File: src/rtl/siphash_sched.sv
// siphash_sched: round-robin scheduler sharing one siphash core among N_REQ requesters.
// Latency: accept in cycle T, core_start in T+1; rsp_valid rises the cycle after core_done.
// Backpressure: rsp_valid/rsp_result hold until rsp_ready[g]; no new accept before that handshake.
// Build option: define SIPHASH_SCHED_TIMEOUT_EN to bound WAIT by TIMEOUT_CYCLES (rsp_err=1 on expiry).
module siphash_sched #(
  parameter int N_REQ          = 4,
  parameter int TIMEOUT_CYCLES = 1024
) (
  input  logic                  clk,
  input  logic                  rst,
  input  logic [N_REQ-1:0]      req_valid,
  output logic [N_REQ-1:0]      req_ready,
  input  logic [N_REQ*64-1:0]   req_nonce,
  input  logic [255:0]          key,
  output logic [N_REQ-1:0]      rsp_valid,
  input  logic [N_REQ-1:0]      rsp_ready,
  output logic [63:0]           rsp_result,
  output logic                  rsp_err,
  output logic                  core_start,
  output logic [255:0]          core_key,
  output logic [63:0]           core_nonce,
  input  logic                  core_done,
  input  logic [63:0]           core_result,
  output logic                  sched_busy
);

  localparam int IDX_W = $clog2(N_REQ);
  localparam int CW    = IDX_W + 1;

  typedef enum logic [1:0] {ST_IDLE, ST_ISSUE, ST_WAIT, ST_RESP} state_t;

  state_t           state_q;
  state_t           state_d;
  logic [IDX_W-1:0] rr_ptr;
  logic [IDX_W-1:0] gnt_q;
  logic [IDX_W-1:0] gnt_idx;
  logic [IDX_W-1:0] cand_idx;
  logic [CW-1:0]    cand_sum;
  logic             gnt_any;
  logic             accept;
  logic             tmo_hit;
  logic [255:0]     key_q;
  logic [63:0]      nonce_q;
  logic [63:0]      nonce_arr [N_REQ];

  for (genvar i = 0; i < N_REQ; i++) begin : g_nonce
    assign nonce_arr[i] = req_nonce[64*i +: 64];
  end

  assign core_key   = key_q;
  assign core_nonce = nonce_q;
  assign accept     = (state_q == ST_IDLE) && gnt_any && !rst;

  // Round-robin search from rr_ptr+1 upward with wrap; the nearest valid requester wins.
  always_comb begin
    gnt_any  = 1'b0;
    gnt_idx  = '0;
    cand_sum = '0;
    cand_idx = '0;
    for (int i = N_REQ; i >= 1; i--) begin
      cand_sum = {1'b0, rr_ptr} + CW'(i);
      if (cand_sum >= CW'(N_REQ)) begin
        cand_sum = cand_sum - CW'(N_REQ);
      end
      cand_idx = cand_sum[IDX_W-1:0];
      if (req_valid[cand_idx]) begin
        gnt_any = 1'b1;
        gnt_idx = cand_idx;
      end
    end
  end

`ifdef SIPHASH_SCHED_TIMEOUT_EN
  localparam int TW = $clog2(TIMEOUT_CYCLES + 1);
  logic [TW-1:0] tmo_cnt;

  // Expiry only counts when the core has not answered in the same cycle: a late done still wins.
  assign tmo_hit = (state_q == ST_WAIT) && !core_done && (tmo_cnt == TW'(TIMEOUT_CYCLES - 1));

  // WAIT-cycle counter: cleared during ISSUE so it starts at zero on WAIT entry.
  always_ff @(posedge clk) begin
    if (rst) begin
      tmo_cnt <= '0;
    end else if (state_q == ST_ISSUE) begin
      tmo_cnt <= '0;
    end else if (state_q == ST_WAIT && !core_done) begin
      tmo_cnt <= tmo_cnt + 1'b1;
    end
  end

  // Error flag: set on expiry, cleared by a real completion.
  always_ff @(posedge clk) begin
    if (rst) begin
      rsp_err <= 1'b0;
    end else if (state_q == ST_WAIT) begin
      if (core_done) begin
        rsp_err <= 1'b0;
      end else if (tmo_hit) begin
        rsp_err <= 1'b1;
      end
    end
  end
`else
  logic unused_tmo_cfg;
  assign unused_tmo_cfg = (TIMEOUT_CYCLES == 0);
  assign tmo_hit        = 1'b0;
  assign rsp_err        = 1'b0;
`endif

  // State register.
  always_ff @(posedge clk) begin
    if (rst) begin
      state_q <= ST_IDLE;
    end else begin
      state_q <= state_d;
    end
  end

  // Next state and per-state strobes; req_ready is masked during reset so no accept is signalled.
  always_comb begin
    state_d    = state_q;
    req_ready  = '0;
    rsp_valid  = '0;
    core_start = 1'b0;
    sched_busy = (state_q != ST_IDLE);
    unique case (state_q)
      ST_IDLE: begin
        if (accept) begin
          req_ready = N_REQ'(1) << gnt_idx;
          state_d   = ST_ISSUE;
        end
      end
      ST_ISSUE: begin
        core_start = 1'b1;
        state_d    = ST_WAIT;
      end
      ST_WAIT: begin
        if (core_done || tmo_hit) begin
          state_d = ST_RESP;
        end
      end
      ST_RESP: begin
        rsp_valid = N_REQ'(1) << gnt_q;
        if (rsp_ready[gnt_q]) begin
          state_d = ST_IDLE;
        end
      end
      default: state_d = ST_IDLE;
    endcase
  end

  // Job capture at accept, result capture in WAIT, pointer update on the response handshake.
  always_ff @(posedge clk) begin
    if (rst) begin
      rr_ptr     <= IDX_W'(N_REQ - 1);
      gnt_q      <= '0;
      key_q      <= '0;
      nonce_q    <= '0;
      rsp_result <= '0;
    end else begin
      if (accept) begin
        gnt_q   <= gnt_idx;
        key_q   <= key;
        nonce_q <= nonce_arr[gnt_idx];
      end
      if (state_q == ST_WAIT) begin
        if (core_done) begin
          rsp_result <= core_result;
        end else if (tmo_hit) begin
          rsp_result <= '0;
        end
      end
      if (state_q == ST_RESP && rsp_ready[gnt_q]) begin
        rr_ptr <= gnt_q;
      end
    end
  end

endmodule

File: config.mk
export PLATFORM = sky130hd
export DESIGN_NAME = siphash_sched
export DESIGN_NICKNAME = d
export VERILOG_FILES = /design/src/rtl/siphash_sched.sv
export SDC_FILE = /design/constraint.sdc
export NUM_CORES = 1
export LEC_CHECK = 0
export CORE_AREA = 2 2 384 386
export CTS_BUF_LIST = sky130_fd_sc_hd__clkbuf_2 sky130_fd_sc_hd__clkbuf_4 sky130_fd_sc_hd__clkbuf_8
export CTS_CLUSTER_DIAMETER = 30
export CTS_CLUSTER_SIZE = 16
export DETAILED_ROUTE_END_ITERATION = 7
export DIE_AREA = 0 0 386 388
export GPL_ROUTABILITY_DRIVEN = 0
export GPL_TIMING_DRIVEN = 1
export PLACE_DENSITY_LB_ADDON = 0.15
export SLEW_MARGIN = 20
export SYNTH_ARGS = -nofsm -noshare
export SYNTH_HDL_FRONTEND = slang
export SYNTH_SLANG_ARGS = --single-unit
File: constraint.sdc
create_clock -name clk -period 2.1 [get_ports clk]
set_input_delay 0.525 -clock clk [delete_from_list [all_inputs] [get_ports clk]]
set_output_delay 0.525 -clock clk [all_outputs]
set_load 0.02 [all_outputs]
==> metrics.md <==
| Metric | Value |
|---|---|
| Dpl cells | `4,660` |
| Non-Filler Instances | `4,971` |
| WHS Path Cells | `3` |
| P_sw | `0.0159 W` |
| Worst Setup End Kind | `output pin` |
| Mapped cell area | `15,100 sq um` |
| Pre-antenna DRT Iters | `4` |
| PortBufs | `980` |
| Vias in the first global route | `18,100` |
| Die Height | `388 um` |
| # rows | `140` |
| Final-layout fill cell count | `16,200` |
| I/O pin count | `982` |
| Die area | `150,000 sq um` |
| Initial antenna violation count | `18` |
| Post-Synthesis Cells | `1,826` |
| Power Total | `0.0414 W` |
| PwrDens | `1320 nW/um^2` |
| Clk Latency, worst-skew pair | `0.83 ns` |
| Comb pwr share | `40.4%` |
| Final hold slack | `0.218 ns` |
| Crit path launch type | `flip-flop` |
| Hold Fails Final Rpt | `0` |
| Most common cell after layout, fill and taps aside | `nand2_1` |
| CTS buffer count | `156` |
| Status | `finished with violations` |
| Largest net degree at the start of global routing | `143` |
| Fin worst setup slack | `-0.685 ns` |
| Sequential cell area fraction in the yosys report | `51.9%` |
| Number of synthesized register bits | `390` |
| CP Data Arrival Time | `2.26 ns` |
| Clock sinks | `390` |
| Fin crit period | `2.79 ns` |
| Initial core utilization | `10.4%` |
| Slew HR | `38.5%` |
| Layout Utilization | `21.6%` |
| Post-synthesis cell type count | `34` |
| Detailed Route Iter0 Violations | `490` |
| DRC | `0` |
| CTS tree | `yes` |
| Sw Share | `38.4%` |
| Fin nets | `3,534` |
| Global-route wire length before repair | `127,000 um` |
| Slew @ Worst Pin | `0.922 ns` |
| DR WL/cell | `18.4 um` |
| Final setup violation count | `73` |
| Pins Over Slew Limit | `0` |
| Via/cell ratio | `3.47` |
| Reg power frac | `25.5%` |
| RSZ-0062 raised after global routing | `true` |
| All-Layer GR Usage | `11.6%` |
| Violated checks | `negative setup slack` |
| Register area | `7820 sq um` |
| TNS Setup | `-9.64 ns` |
| Synthesis Warnings | `0` |
| Max-cap check violation count | `0` |
| Multi-input gate area in the final layout | `6830 sq um` |
| Antenna viol nets, final | `0` |
| Hold buffers post-CTS | `0` |
| CP required | `1.57 ns` |
| Skew final | `0.0561 ns` |
| Layout area overhead | `109%` |
| Clk slew on worst S/H paths | `0.04 ns` |
| Avg Inst Size Synth | `8.25 sq um` |
| Hpwl dp | `68,100 um` |
| Leakage | `12.4 nW` |
| Maximum VDD drop | `0.587 mV` |
| Internal power | `0.0255 W` |
| CP max FO | `3` |
| Syn_nets | `2,418` |
| Core Box Area | `145,000 sq um` |
| Vias | `17,200` |
| Hold Path Class | `input port to flip-flop` |
| GR Overflow Total | `0` |
| WL final | `91,600 um` |
| Clk buf depth | `3` |
| Clock network fraction of design power | `34.1%` |
| Fin crit share | `133%` |
| Clock root buffer | `clkbuf_8` |
| Share of layout cells above drive strength 1 | `26.1%` |
| Critical path class | `flip-flop to output pin` |
| Peak Freq | `0.359 GHz` |
| # H-tree levels | `4` |
| Die width | `386 um` |
| Most frequent cells in the layout | `726 x nand2_1, 583 x clkdlybuf4s50_1, 382 x dfxtp_1, 321 x a21oi_1, 228 x clkdlybuf4s15_2` |
| R2R depth | `11` |
[cells in the mapped netlist, drive strengths merged]
| cell type | number | area, sq um |
|---|---|---|
| mux4 | 1 | 22.5 |
| o21a | 1 | 7.51 |
| a211o | 2 | 17.5 |
| dfxtp | 390 | 7810 |
| a211oi | 2 | 15.0 |
| nand2 | 729 | 2740 |
| and3 | 4 | 25.0 |
| buf | 46 | 290 |
| o221ai | 47 | 418 |
| nor3 | 2 | 15.0 |
| and2 | 1 | 6.26 |
| a32o | 18 | 180 |
| inv | 5 | 18.8 |
| a221oi | 1 | 15.0 |
| a21oi | 322 | 1620 |
| clkbuf | 97 | 364 |
| nor2 | 13 | 48.8 |
| and2b | 1 | 7.51 |
| mux2i | 129 | 1290 |
| o32a | 1 | 10.0 |
| o41ai | 1 | 27.5 |
| nand2b | 4 | 25.0 |
| nor2b | 1 | 6.26 |
| conb | 1 | 3.75 |
| ha | 5 | 62.6 |
| o32ai | 1 | 8.76 |
| nor3b | 1 | 7.51 |
[sequential cells by signal, indices dropped and copies added, names as in the netlist]
| signal | flops |
|---|---|
| core_key | 256 |
| core_nonce | 64 |
| gnt_q | 2 |
| rr_ptr | 2 |
| rsp_result | 64 |
| state_q | 2 |
[stage by stage]
stage / setup slack, ns / area [sq um]
after floorplan: -0.00296 / 15100
after global placement: -1.14 / 27700
after detailed placement: -1.11 / 27700
after CTS: -0.869 / 31100
after global routing: -0.871 / 31400
final: -0.685 / 31400
[timing repair]
action	4_1_cts	5_1_grt
setup buffers	16	25
pin swaps	13	15
resized for setup	1394	65
gates cloned	2	6
setup endpoints to repair	455	199
hold endpoints to repair	0	0
[power by group through the flow]
| stage | Sequential, W | Clock [W] | Combinational, W |
|---|---|---|---|
| global placement | 0.0107 | 0 | 0.0176 |
| floorplan | 0.0129 | 0 | 0.00552 |
| detailed placement | 0.0107 | 0 | 0.0175 |
| global route | 0.0108 | 0.0152 | 0.0182 |
| finish | 0.0105 | 0.0141 | 0.0167 |
| CTS | 0.0106 | 0.0147 | 0.0170 |
[final timing paths]
path / endpoint / slack (ns) / from
max: req_ready[3] / -0.69 / rr_ptr[0]$_SDFFE_PP1P_
min: core_key[245]$_SDFFE_PP0N_ / 0.22 / rst
max reg2reg: core_nonce[43]$_SDFFE_PP0N_ / -0.18 / rr_ptr[0]$_SDFFE_PP1P_
min reg2reg: core_key[88]$_SDFFE_PP0N_ / 0.45 / core_key[88]$_SDFFE_PP0N_
[per-layer routing]
metal | up-vias | global-route usage [%] | routed length (um)
li1 | 8399 | - | -
met1 | 7950 | 11.7 | 33900
met2 | 733 | 20.1 | 45300
met3 | 151 | 6.13 | 10500
met4 | 16 | 4.03 | 1900
met5 | - | 0 | 106
[area by class of cell]
cell class              count  share of cell area, %
clock inverters            31                   1.04
flip-flops and latches    390                   24.9
clock buffers             233                   9.27
well taps                1917                   7.63
inverters                   5                 0.0677
repair buffers           1101                   35.3
diodes                      6                 0.0478
multi-input cells        1288                   21.7
[logic make-up after synthesis]
kind of cell             count (synthesis)  share of synthesized area (%)
buffers and inverters                  148                           4.47
AO/OA/AOI/OAI                          396                           15.4
flip-flops                             390                           51.9
other                                    1                         0.0249
AND/OR/NAND/NOR                        756                           19.1
multiplexers                           130                           8.73
adder cells (fa/ha/maj)                  5                          0.416
[critical path, stage by stage, from the launching register on]
cell	delay, ns
dfxtp_2	0.33
and2b_2	0.25
a221oi_4	0.35
buf_12	0.16
nand2_8	0.05
buf_6	0.11
nor2_4	0.09
buf_12	0.12
Note: power is estimated with default switching activity, not from simulation.
